==> src/rtl/axi_10g_ethernet_0_pkg.sv <==
// -----------------------------------------------------------------------------
// axi_10g_ethernet_0_pkg
// Constants shared by the ICMP echo receiver and the ICMP reply generator.
//   - Ethernet / IPv4 / ICMP header values recognised for an echo request.
//   - Beat indices (64-bit beats, byte 8k+n on lane n) of the header fields.
//   - Receiver FSM state type.
// -----------------------------------------------------------------------------
package axi_10g_ethernet_0_pkg;

  // Header values of an IPv4 ICMP echo request with 32 bytes of payload
  localparam logic [15:0] ETHERTYPE_IPV4     = 16'h0800;
  localparam logic [7:0]  IP_VER_IHL         = 8'h45;
  localparam logic [15:0] IP_TOTAL_LEN_ECHO  = 16'd60;
  localparam logic [7:0]  IP_PROTO_ICMP      = 8'd1;
  localparam logic [7:0]  ICMP_TYPE_ECHO_REQ = 8'd8;
  localparam logic [7:0]  ICMP_CODE_ECHO     = 8'd0;

  // Echo payload: frame bytes 42..73
  localparam int ICMP_DATA_BYTES      = 32;
  localparam int ICMP_DATA_FIRST_BYTE = 42;

  // Beat indices of the header fields
  localparam logic [3:0] BEAT_MAC_DST  = 4'd0;  // dst MAC, src MAC bytes 6..7
  localparam logic [3:0] BEAT_MAC_SRC  = 4'd1;  // src MAC 8..11, ethertype, ver/IHL
  localparam logic [3:0] BEAT_IP_LEN   = 4'd2;  // total length, protocol
  localparam logic [3:0] BEAT_IP_SRC   = 4'd3;  // src IP, dst IP bytes 30..31
  localparam logic [3:0] BEAT_ICMP_HDR = 4'd4;  // dst IP 32..33, type, code, identifier
  localparam logic [3:0] BEAT_ICMP_SEQ = 4'd5;  // sequence number, payload start
  localparam logic [3:0] BEAT_LAST     = 4'd9;  // payload bytes 72..73 on lanes 0..1
  localparam logic [3:0] BEAT_CNT_SAT  = 4'd10; // any beat beyond the echo frame

  typedef enum logic [1:0] {
    ST_IDLE  = 2'd0,
    ST_PARSE = 2'd1,
    ST_DRAIN = 2'd2,
    ST_BUSY  = 2'd3
  } icmp_rx_state_t;

endpackage

==> src/rtl/axi_10g_ethernet_0_icmp_receiver.sv <==
// -----------------------------------------------------------------------------
// axi_10g_ethernet_0_icmp_receiver
// Watches the 64-bit AXI-Stream receive path for ICMP echo requests addressed
// to this board, captures the fields needed to build a reply and hands them to
// the reply generator with a one-cycle tx_icmp_en pulse.
//
// Ports
//   aclk, areset             clock, asynchronous active-high reset
//   rx_axis_tdata/tkeep      receive beat, byte 8k+n on lane n
//   rx_axis_tvalid/tlast     beat valid (no backpressure), last beat of frame
//   rx_axis_tuser            frame good, meaningful on the tlast beat
//   tx_icmp_en               pulse, cycle after the tlast beat of an accepted frame
//   icmp_src_mac/ip          requester MAC / IPv4 address
//   icmp_src_identifier      ICMP identifier
//   icmp_src_sequence_number ICMP sequence number
//   icmp_src_data            32-byte echo payload, first byte at [255:248]
//   icmp_reply_done          reply generator finished, releases BUSY
// -----------------------------------------------------------------------------
module axi_10g_ethernet_0_icmp_receiver
  import axi_10g_ethernet_0_pkg::*;
#(
  parameter logic [47:0] BOARD_MAC = 48'h02_00_c0_a8_0a_0a,
  parameter logic [31:0] BOARD_IP  = {8'd192, 8'd168, 8'd2, 8'd20}
) (
  input  logic         aclk,
  input  logic         areset,
  input  logic [63:0]  rx_axis_tdata,
  input  logic [7:0]   rx_axis_tkeep,
  input  logic         rx_axis_tvalid,
  input  logic         rx_axis_tlast,
  input  logic         rx_axis_tuser,
  output logic         tx_icmp_en,
  output logic [47:0]  icmp_src_mac,
  output logic [31:0]  icmp_src_ip,
  output logic [15:0]  icmp_src_identifier,
  output logic [15:0]  icmp_src_sequence_number,
  output logic [255:0] icmp_src_data,
  input  logic         icmp_reply_done
);

  icmp_rx_state_t r_state, w_state_next;

  logic [3:0]   r_beat_cnt;
  logic         r_err;
  logic         r_resync;
  logic         r_in_frame;

  // Shadow registers, filled while the frame streams in
  logic [47:0]  r_mac_sh,  w_mac_sh_next;
  logic [31:0]  r_ip_sh,   w_ip_sh_next;
  logic [15:0]  r_id_sh,   w_id_sh_next;
  logic [15:0]  r_seq_sh,  w_seq_sh_next;
  logic [255:0] r_data_sh, w_data_sh_next;

  // Output registers, only loaded on acceptance
  logic         r_tx_en;
  logic [47:0]  r_mac_out;
  logic [31:0]  r_ip_out;
  logic [15:0]  r_id_out;
  logic [15:0]  r_seq_out;
  logic [255:0] r_data_out;

  logic [7:0]   w_b [8];
  logic         w_beat_vld;
  logic [3:0]   w_beat_idx;
  logic         w_err_beat;
  logic         w_err_any;
  logic         w_frame_end;
  logic         w_accept;
  logic         w_in_frame_next;

  // Byte lanes of the current beat
  generate
    for (genvar gi = 0; gi < 8; gi++) begin : g_lane
      assign w_b[gi] = rx_axis_tdata[8*gi +: 8];
    end
  endgenerate

  // A beat is parsed only as beat 0 of a synchronised frame or during PARSE;
  // BUSY and DRAIN only follow framing.
  assign w_beat_vld  = rx_axis_tvalid &&
                       (((r_state == ST_IDLE) && !r_resync) || (r_state == ST_PARSE));
  assign w_beat_idx  = (r_state == ST_IDLE) ? BEAT_MAC_DST : r_beat_cnt;
  assign w_frame_end = rx_axis_tvalid && rx_axis_tlast;
  assign w_in_frame_next = rx_axis_tvalid ? !rx_axis_tlast : r_in_frame;

  // Per-beat field checks and shadow capture
  always_comb begin
    int k;
    k              = 0;
    w_err_beat     = 1'b0;
    w_mac_sh_next  = r_mac_sh;
    w_ip_sh_next   = r_ip_sh;
    w_id_sh_next   = r_id_sh;
    w_seq_sh_next  = r_seq_sh;
    w_data_sh_next = r_data_sh;

    if (w_beat_vld) begin
      case (w_beat_idx)
        BEAT_MAC_DST: begin
          if ({w_b[0], w_b[1], w_b[2], w_b[3], w_b[4], w_b[5]} != BOARD_MAC)
            w_err_beat = 1'b1;
          w_mac_sh_next[47:32] = {w_b[6], w_b[7]};
        end
        BEAT_MAC_SRC: begin
          w_mac_sh_next[31:0] = {w_b[0], w_b[1], w_b[2], w_b[3]};
          if ({w_b[4], w_b[5]} != ETHERTYPE_IPV4) w_err_beat = 1'b1;
          if (w_b[6] != IP_VER_IHL)               w_err_beat = 1'b1;
        end
        BEAT_IP_LEN: begin
          if ({w_b[0], w_b[1]} != IP_TOTAL_LEN_ECHO) w_err_beat = 1'b1;
          if (w_b[7] != IP_PROTO_ICMP)               w_err_beat = 1'b1;
        end
        BEAT_IP_SRC: begin
          w_ip_sh_next = {w_b[2], w_b[3], w_b[4], w_b[5]};
          if ({w_b[6], w_b[7]} != BOARD_IP[31:16]) w_err_beat = 1'b1;
        end
        BEAT_ICMP_HDR: begin
          if ({w_b[0], w_b[1]} != BOARD_IP[15:0]) w_err_beat = 1'b1;
          if (w_b[2] != ICMP_TYPE_ECHO_REQ)       w_err_beat = 1'b1;
          if (w_b[3] != ICMP_CODE_ECHO)           w_err_beat = 1'b1;
          w_id_sh_next = {w_b[6], w_b[7]};
        end
        BEAT_ICMP_SEQ: begin
          w_seq_sh_next = {w_b[0], w_b[1]};
        end
        BEAT_LAST: begin
          // Payload ends on lane 1 of this beat
          if (rx_axis_tkeep[1:0] != 2'b11) w_err_beat = 1'b1;
        end
        default: ;
      endcase

      // Payload bytes 42..73 land in descending byte order from the MSB
      for (int n = 0; n < 8; n++) begin
        k = int'(w_beat_idx) * 8 + n - ICMP_DATA_FIRST_BYTE;
        if (k >= 0 && k < ICMP_DATA_BYTES)
          w_data_sh_next[255 - 8*k -: 8] = w_b[n];
      end
    end
  end

  // Error flag of the frame so far; a new frame starts with a clean slate
  assign w_err_any = ((r_state != ST_IDLE) && r_err) || w_err_beat;

  // Only a frame that reached the last payload beat can be accepted
  assign w_accept = w_frame_end && !w_err_any && rx_axis_tuser &&
                    ((r_state == ST_PARSE) || (r_state == ST_DRAIN)) &&
                    (r_beat_cnt >= BEAT_LAST);

  // Next-state logic
  always_comb begin
    w_state_next = r_state;
    case (r_state)
      ST_IDLE: begin
        // A single-beat frame is rejected on the spot
        if (w_beat_vld && !rx_axis_tlast) w_state_next = ST_PARSE;
      end
      ST_PARSE: begin
        if (rx_axis_tvalid) begin
          if (rx_axis_tlast)
            w_state_next = w_accept ? ST_BUSY : ST_IDLE;
          else if (w_err_any || (r_beat_cnt >= BEAT_LAST))
            w_state_next = ST_DRAIN;
        end
      end
      ST_DRAIN: begin
        if (w_frame_end) w_state_next = w_accept ? ST_BUSY : ST_IDLE;
      end
      ST_BUSY: begin
        if (icmp_reply_done) w_state_next = ST_IDLE;
      end
      default: w_state_next = ST_IDLE;
    endcase
  end

  always_ff @(posedge aclk or posedge areset) begin
    if (areset) r_state <= ST_IDLE;
    else        r_state <= w_state_next;
  end

  // Beat counter, error accumulation and framing flags
  always_ff @(posedge aclk or posedge areset) begin
    if (areset) begin
      r_beat_cnt <= '0;
      r_err      <= 1'b0;
      r_resync   <= 1'b1;
      r_in_frame <= 1'b0;
    end else begin
      r_in_frame <= w_in_frame_next;

      if (w_beat_vld || (rx_axis_tvalid && (r_state == ST_DRAIN))) begin
        if (rx_axis_tlast)
          r_beat_cnt <= '0;
        else if (w_beat_idx < BEAT_CNT_SAT)
          r_beat_cnt <= w_beat_idx + 4'd1;
      end else if (r_state == ST_BUSY) begin
        r_beat_cnt <= '0;
      end

      if (w_beat_vld) r_err <= w_err_any;

      // Leaving BUSY mid-frame must not mistake the tail for a new frame
      if ((r_state == ST_BUSY) && icmp_reply_done)
        r_resync <= w_in_frame_next;
      else if (w_frame_end)
        r_resync <= 1'b0;
    end
  end

  // Shadow and output registers
  always_ff @(posedge aclk or posedge areset) begin
    if (areset) begin
      r_mac_sh   <= '0;
      r_ip_sh    <= '0;
      r_id_sh    <= '0;
      r_seq_sh   <= '0;
      r_data_sh  <= '0;
      r_tx_en    <= 1'b0;
      r_mac_out  <= '0;
      r_ip_out   <= '0;
      r_id_out   <= '0;
      r_seq_out  <= '0;
      r_data_out <= '0;
    end else begin
      r_mac_sh  <= w_mac_sh_next;
      r_ip_sh   <= w_ip_sh_next;
      r_id_sh   <= w_id_sh_next;
      r_seq_sh  <= w_seq_sh_next;
      r_data_sh <= w_data_sh_next;
      r_tx_en   <= w_accept;
      // Load from the next-shadow values so the last beat's payload is included
      if (w_accept) begin
        r_mac_out  <= w_mac_sh_next;
        r_ip_out   <= w_ip_sh_next;
        r_id_out   <= w_id_sh_next;
        r_seq_out  <= w_seq_sh_next;
        r_data_out <= w_data_sh_next;
      end
    end
  end

  assign tx_icmp_en               = r_tx_en;
  assign icmp_src_mac             = r_mac_out;
  assign icmp_src_ip              = r_ip_out;
  assign icmp_src_identifier      = r_id_out;
  assign icmp_src_sequence_number = r_seq_out;
  assign icmp_src_data            = r_data_out;

endmodule

==> config.mk <==
export PLATFORM = sky130hd
export DESIGN_NAME = axi_10g_ethernet_0_icmp_receiver
export DESIGN_NICKNAME = d
export VERILOG_FILES = /design/src/rtl/axi_10g_ethernet_0_pkg.sv /design/src/rtl/axi_10g_ethernet_0_icmp_receiver.sv
export SDC_FILE = /design/constraint.sdc
export NUM_CORES = 1
export LEC_CHECK = 0
export ABC_CLOCK_PERIOD_IN_PS = 70500
export CORE_AREA = 2 2 367 187
export DETAILED_ROUTE_END_ITERATION = 8
export DIE_AREA = 0 0 369 189
export PLACE_DENSITY = 0.68
export SETUP_SLACK_MARGIN = 0.3
export SYNTH_ARGS = -nofsm -noshare
export SYNTH_HDL_FRONTEND = slang
export SYNTH_SLANG_ARGS = --single-unit
==> constraint.sdc <==
create_clock -name aclk -period 70.5 [get_ports aclk]
set_clock_uncertainty 0.1 [all_clocks]
set_input_delay 14.1 -clock aclk [delete_from_list [all_inputs] [get_ports aclk]]
set_output_delay 14.1 -clock aclk [all_outputs]
set_load 0.005 [all_outputs]
After elaboration in Yosys (flattened, before gate mapping) --
Index checks and enable logic that the tools add are counted.
Storage, ports and cells: register bits 746, input port bits 78, word-level logic and storage cells 202
Cells by class: add/subtract/negate cells 32, order comparisons 18, equality and inequality tests 24, shift-type cells 16, mux-type cells 61, reductions and logical operators 35
Operator list (count):
- 256-bit two-way mux | 16
- 8-bit by 33-bit variable shift with 263-bit output (first input constant) | 8
- 8-bit by 33-bit indexed part select with 263-bit output | 8
- 256-bit bitwise mux | 8
- 13-bit negator with 33-bit output | 7
- 32-bit two-way mux | 3
- 9-bit by 12-bit subtractor with 13-bit output (first input constant) | 7
- 16-bit two-way mux | 5
- 9-bit by 1-bit greater-or-equal comparator with 1-bit output (second input constant) | 7
- 9-bit by 7-bit less-than comparator with 1-bit output (second input constant) | 7
- 8-bit by 6-bit subtractor with 9-bit output (second input constant) | 7
- 48-bit two-way mux | 1
- 48-bit by 42-bit != test with 1-bit output (second input constant) | 1
- 12-bit negator with 33-bit output | 1
- 7-bit by 3-bit adder with 8-bit output (second input constant) | 4
- 4-bit two-way mux | 5
- 1-bit logical AND | 19
- 7-bit by 2-bit adder with 8-bit output (second input constant) | 2
- 16-bit by 10-bit != test with 1-bit output (second input constant) | 1
- 16-bit by 12-bit != test with 1-bit output (second input constant) | 1
- 16-bit != test (second input constant) | 1
- 16-bit by 6-bit != test with 1-bit output (second input constant) | 1
- 1-bit two-way mux | 14
- 2-bit two-way mux | 7
- other kinds (30) | 45

Logic depth before layout (Yosys ltp) --
word-level depth 30, gate-level depth with buffers 19, depth with buffers taken out 15

Least setup slack after synthesis --
Ideal clock, no wire load.
path type input to register, start in rx_axis_tdata[62], end reg r_data_out[156], in the netlist icmp_src_data[156], arrival time 16.043 ns, required time 70.275 ns, setup slack 54.232 ns, stages 9, path buffers 3, cell sequence nor4_1 > nand4_1 > o311ai_0 > nand3_1 > o2bb2ai_1 > buf_2 > buf_6 > buf_4 > mux2_2
Between the ends: cells in the longest elaborated chain, start to end 10, elaborated cells between the ends (all ways) 16, those cells by class eq/ne (2); shift (1); mux (7); reduce/logical (6)
RTL lines:
- from (decl) | RTL line axi_10g_ethernet_0_icmp_receiver.sv:27 | input logic [63:0] rx_axis_tdata,
- 16-bit != test or 8-bit by 1-bit != test with 1-bit output (tied branches) | RTL line axi_10g_ethernet_0_icmp_receiver.sv:116, axi_10g_ethernet_0_icmp_receiver.sv:112
- 1-bit two-way mux, on equally long branches | RTL line axi_10g_ethernet_0_icmp_receiver.sv:116, axi_10g_ethernet_0_icmp_receiver.sv:112
- 1-bit case mux with 6 select lines | RTL line axi_10g_ethernet_0_icmp_receiver.sv:99 | case (w_beat_idx)
- 1-bit two-way mux | RTL line axi_10g_ethernet_0_icmp_receiver.sv:98 | if (w_beat_vld) begin
- 1-bit logical OR | RTL line axi_10g_ethernet_0_icmp_receiver.sv:144 | assign w_err_any = ((r_state != ST_IDLE) && r_err) || w_err_beat;
- 1-bit zero test | RTL line axi_10g_ethernet_0_icmp_receiver.sv:147 | assign w_accept = w_frame_end && !w_err_any && rx_axis_tuser &&
- 1-bit logical AND (3 in a row) | RTL line axi_10g_ethernet_0_icmp_receiver.sv:147
- 1-bit logical AND | RTL line axi_10g_ethernet_0_icmp_receiver.sv:148 | ((r_state == ST_PARSE) || (r_state == ST_DRAIN)) &&
- to (signal assigned) | RTL line axi_10g_ethernet_0_icmp_receiver.sv:238 | r_data_out <= w_data_sh_next;
- to (decl) | RTL line axi_10g_ethernet_0_icmp_receiver.sv:61 | logic [255:0] r_data_out;
Several ways; a longest one is shown, not always the timed one. A chain may end at the register's enable or synchronous reset.

Final worst setup path --
start in rx_axis_tdata[53], end reg r_data_out[216], in the netlist icmp_src_data[216]
Between the ends: cells in the longest elaborated chain, start to end 10, elaborated cells between the ends (all ways) 19, those cells by class eq/ne (2); shift (1); mux (10); reduce/logical (6)
RTL lines (RTL line):
- 16-bit != test or 8-bit by 7-bit != test with 1-bit output (tied branches) | axi_10g_ethernet_0_icmp_receiver.sv:116, axi_10g_ethernet_0_icmp_receiver.sv:108
- 1-bit two-way mux, on equally long branches | axi_10g_ethernet_0_icmp_receiver.sv:116, axi_10g_ethernet_0_icmp_receiver.sv:108
- 1-bit case mux with 6 select lines | axi_10g_ethernet_0_icmp_receiver.sv:99
- 1-bit two-way mux | axi_10g_ethernet_0_icmp_receiver.sv:98
- 1-bit logical OR | axi_10g_ethernet_0_icmp_receiver.sv:144
- 1-bit zero test | axi_10g_ethernet_0_icmp_receiver.sv:147
- 1-bit logical AND (3 in a row) | axi_10g_ethernet_0_icmp_receiver.sv:147
- 1-bit logical AND | axi_10g_ethernet_0_icmp_receiver.sv:148
Several ways; a longest one is shown, not always the timed one. The select of a mux whose other input is x is not followed.

==> impl_results.md <==
- GPL Wtd Cong: 0.8092
- Placed Cells: 3182
- Worst-skew pair later-pin latency: about 0.64 ns
- Setup ws final: 51.78 ns
- DR WL/cell: 23.14 um
- Core area: ~0.066 mm^2
- Via density: between 5 and 6
- Clock Sinks: 746
- Largest net degree at the start of global routing: 177
- Seq cells post-synth: 746
- Total GRT Usage: 0.2230
- Share of the synthesized area in the top cell type: 0.6268
- Crit path max-delay family: buffers and inverters
- Hold_buf cts: 0
- Setup Buffers After CTS: 0
- Worst hold endpoint: r_data_sh[75]$_DFF_PP0_
- Die width: 369 um
- Syn Std Cell Area: between 0.02 and 0.03 mm^2
- Post-route insts no fill: 3303
- GR Util met3: 0.05199
- CP bufs+invs: 3
- Design area: 0.03730 mm^2
- Power per cell area: 24.46 mW/mm^2
- Starting Density: 0.4480
- Fmax: around 53 MHz
- Mux share of post-synthesis cell area: 0.2758
- CTS max path bufs: 3
- Leading area contributor after synthesis: dfrtp_1
- Syn nets: 2017
- R2R Setup Slk: ~65 ns
- Reg-to-reg endpoint: icmp_src_data[37]$_DFFE_PP0P_
- WHS Path Cells: 2
- Vias in the first global route: 18780
- Worst min path class: flop to flop
- Synth Area in Compound Gates: 0.02019
- Post-CTS sizing: 0
- Final WL: 76.44 mm
- Final hold violations: 0
- CP arrival: between 15 and 20 ns
- Row count: 67
- Worst path max stage delay: between 0.9 and 1 ns
- Pins Over Slew Limit: 0
- Actual slew at the worst max-slew pin: 1.191 ns
- Most frequent cell after synthesis: dfrtp_1
- Main synth FF type: dfrtp_1
- Max IR drop VDD: 0.00001682 V
- Cell mode on critical path: buf_4
- CTS Buf Count: 67
- XOR/XNOR share of the synthesized area: 0.002860
- Filler cell count: 5373
- Static Leak: 18.03 nW
- Met2 Track Usage GR: 0.3355
- Setup TNS: 0 ns
- Layout Nets: 2451
- R2R cell count: 16
- Crit path max-delay cell type: buf_4
- Initial antenna violation count: 2
- Gr ovfl total: 0
- GRT met1 Usage: 0.3281
- Crit path launch type: primary input
- RSZ-0062 raised after global routing: no
- DRC viols: 0
- Storage cell area: 0.01867 mm^2
- Critical path fanouts, max: 80
- Reg2Reg Launch Point: r_state[0]$_DFFE_PP0P_
- Clk root buf: clkbuf_16
- Hpwl dp: 51.59 mm
- Synth async-reset ratio: 1.000
- Post-synth EDFFs: 0
- DP Worst Slack: 51.15 ns
- Largest family of logic cells by synthesized area: multiplexers
- Multi-input gate area in the final layout: 0.01049 mm^2
- Distinct cells, synth: 66
- Num ports: 447
- CTS tree: yes
- Part of the cycle the worst path needs: 0.2655
- Worst Hold Launch: r_data_sh[75]$_DFF_PP0_
- Full die area: roughly 0.070 mm^2
- DRT iter0 DRCs: 1208
- Slew margin rel.: 0.2035
- I/O Buffers: 440
- Max H-tree Level: 3
- Sequential area share after synthesis: 0.6276
- Top cells by count, synth: dfrtp_1, mux2_2, mux2_4
- Routed Antenna Nets: 0
- Avg Inst Size Synth: 15.49 um^2
- Setup crit end kind: flop
- Main area contributors after synthesis: dfrtp_1, mux2_2, mux2_4
- Post-Synth Simple-Gate Area: 0.04354
- Chip Height: ~190 um
- First-pass GRT wire length: 117.9 mm
- Run status: finished clean
- Final Setup Violations: 0
- Ys Warns: 0
- Critical path, cell by cell: clkdlybuf4s50_1 > nor4_1 > nand4_1 > o311ai_0 > nand3_1 > o2bb2ai_4 > buf_4 > buf_4 > mux2_2
- Busiest grt layer: met2
- Synth Area in Adders: 0.007992
- Maxcap violations: 0
- Critical path type: primary input to flop
- Syn-to-layout area delta: 25.41%
- Drt pass-1 iters: 6
- Layout cell share with drive strength beyond 1: 0.3509
- Via count: 17470
- Cell Area, Placed: 0.03495 mm^2
- Cells after Synth: around 1900
- Worst endpoint required time: 70.90 ns
- Reg clk slew, reported paths: 0.07 ns
- Min Tclk post-route: 18.72 ns
==> report_power, final <==
group          switching (W)  internal [W]
Clock               0.000166      0.000225
Sequential        0.00000515      0.000443
Combinational      0.0000452     0.0000279
==> worst register-to-register path, cell delays in order (launching register included) <==
cell	delay, ns
dfrtp_1	0.40
inv_1	0.08
ha_1	0.47
inv_1	0.44
nand2_1	0.24
ha_1	0.32
or4b_1	0.48
a21oi_1	0.22
o21ai_0	0.14
ha_1	0.32
nand4b_1	0.08
or4_1	0.42
nor3_2	0.36
nand3_4	0.48
buf_4	0.52
mux2_2	0.41
mux2_2	0.27
==> worst max path at each step <==
stage / start / endpoint / slack, ns / depth (start not counted)
2_1_floorplan: areset / icmp_src_data[0]$_DFFE_PP0P_ / 35.37 / 1
3_3_place_gp: rx_axis_tdata[53] / icmp_src_data[54]$_DFFE_PP0P_ / 51.19 / 9
3_5_place_dp: rx_axis_tdata[53] / icmp_src_data[49]$_DFFE_PP0P_ / 51.15 / 9
4_1_cts: rx_axis_tdata[53] / icmp_src_data[49]$_DFFE_PP0P_ / 51.83 / 9
5_1_grt: rx_axis_tdata[53] / icmp_src_data[156]$_DFFE_PP0P_ / 51.48 / 9
6_report: rx_axis_tdata[53] / icmp_src_data[216]$_DFFE_PP0P_ / 51.78 / 9
==> metal layers <==
metal  routed length, um  vias to the layer above  share of wire
li1                    -                     7682              -
met1               36420                     9307           0.48
met2               34730                      386           0.45
met3                3993                       95          0.052
met4                1298                        0          0.017
met5                   0                        -              0
==> sequential cells by signal, indices dropped and copies added, names as in the netlist <==
| name | flops |
|---|---|
| icmp_src_data | 256 |
| icmp_src_ip | 32 |
| r_state | 2 |
| tx_icmp_en | 1 |
| r_data_sh | 256 |
| r_beat_cnt | 4 |
| icmp_src_identifier | 16 |
| r_resync | 1 |
| r_in_frame | 1 |
| icmp_src_mac | 48 |
| r_mac_sh | 48 |
| r_ip_sh | 32 |
| r_err | 1 |
| icmp_src_sequence_number | 16 |
| r_seq_sh | 16 |
| r_id_sh | 16 |
==> cell families (layout without fill, tap and decap cells) <==
| group | count (synthesis) | after routing |
|---|---|---|
| compound gates | 85 | 85 |
| xor+xnor | 8 | 8 |
| fa+ha+maj | 19 | 19 |
| buf+inv | 119 | 604 |
| flops | 746 | 746 |
| mux | 704 | 704 |
| other cells | 0 | 1 |
| simple gates | 239 | 239 |
==> final cells by class <==
class,instances,area share
Timing Repair Buffer,462,0.1228
Antenna cell,1,0.00006708
Clock buffer,88,0.05082
Multi-Input combinational cell,1055,0.2812
Clock inverter,32,0.01211
Inverter,22,0.002415
Tap cell,897,0.03009
Sequential cell,746,0.5005
==> stage by stage <==
| step | util | power [W] | hold WS [ns] |
|---|---|---|---|
| floorplan | - | 0.0005052 | 0.3401 |
| finish | 0.5618 | 0.0009124 | 0.3766 |
| CTS | 0.5618 | 0.0009234 | 0.3746 |
| global route | 0.5618 | 0.0009499 | 0.3962 |
| detailed placement | 0.5264 | 0.0005296 | 0.3601 |
| global placement | 0.5264 | 0.0005253 | 0.3525 |
==> cells in the final DEF (no fill, tap or decap), types with 7 or more instances in the layout <==
cell type        netlist  layout
nor3_1                11      11
inv_1                 20      19
clkdlybuf4s50_1        0     440
dfrtp_1              745     745
mux2i_1                8       8
mux2_1                11      11
mux2_4                76      76
clkbuf_8               0      14
clkinv_2               0       7
o21ai_0               18      18
mux2_2               609     609
clkbuf_16              0      67
nand4_1                8       8
nor2_1                46      46
bufinv_16              0       9
o31ai_1               28      28
nand3_1               15      13
clkbuf_1              20       7
a21oi_1               11      11
buf_4                 10      21
clkinvlp_4             0       7
and2_1                50      50
nand2_1               61      59
nor4_1                 7       7
ha_1                  19      19
No activity file was read; power rests on OpenSTA's default activity.
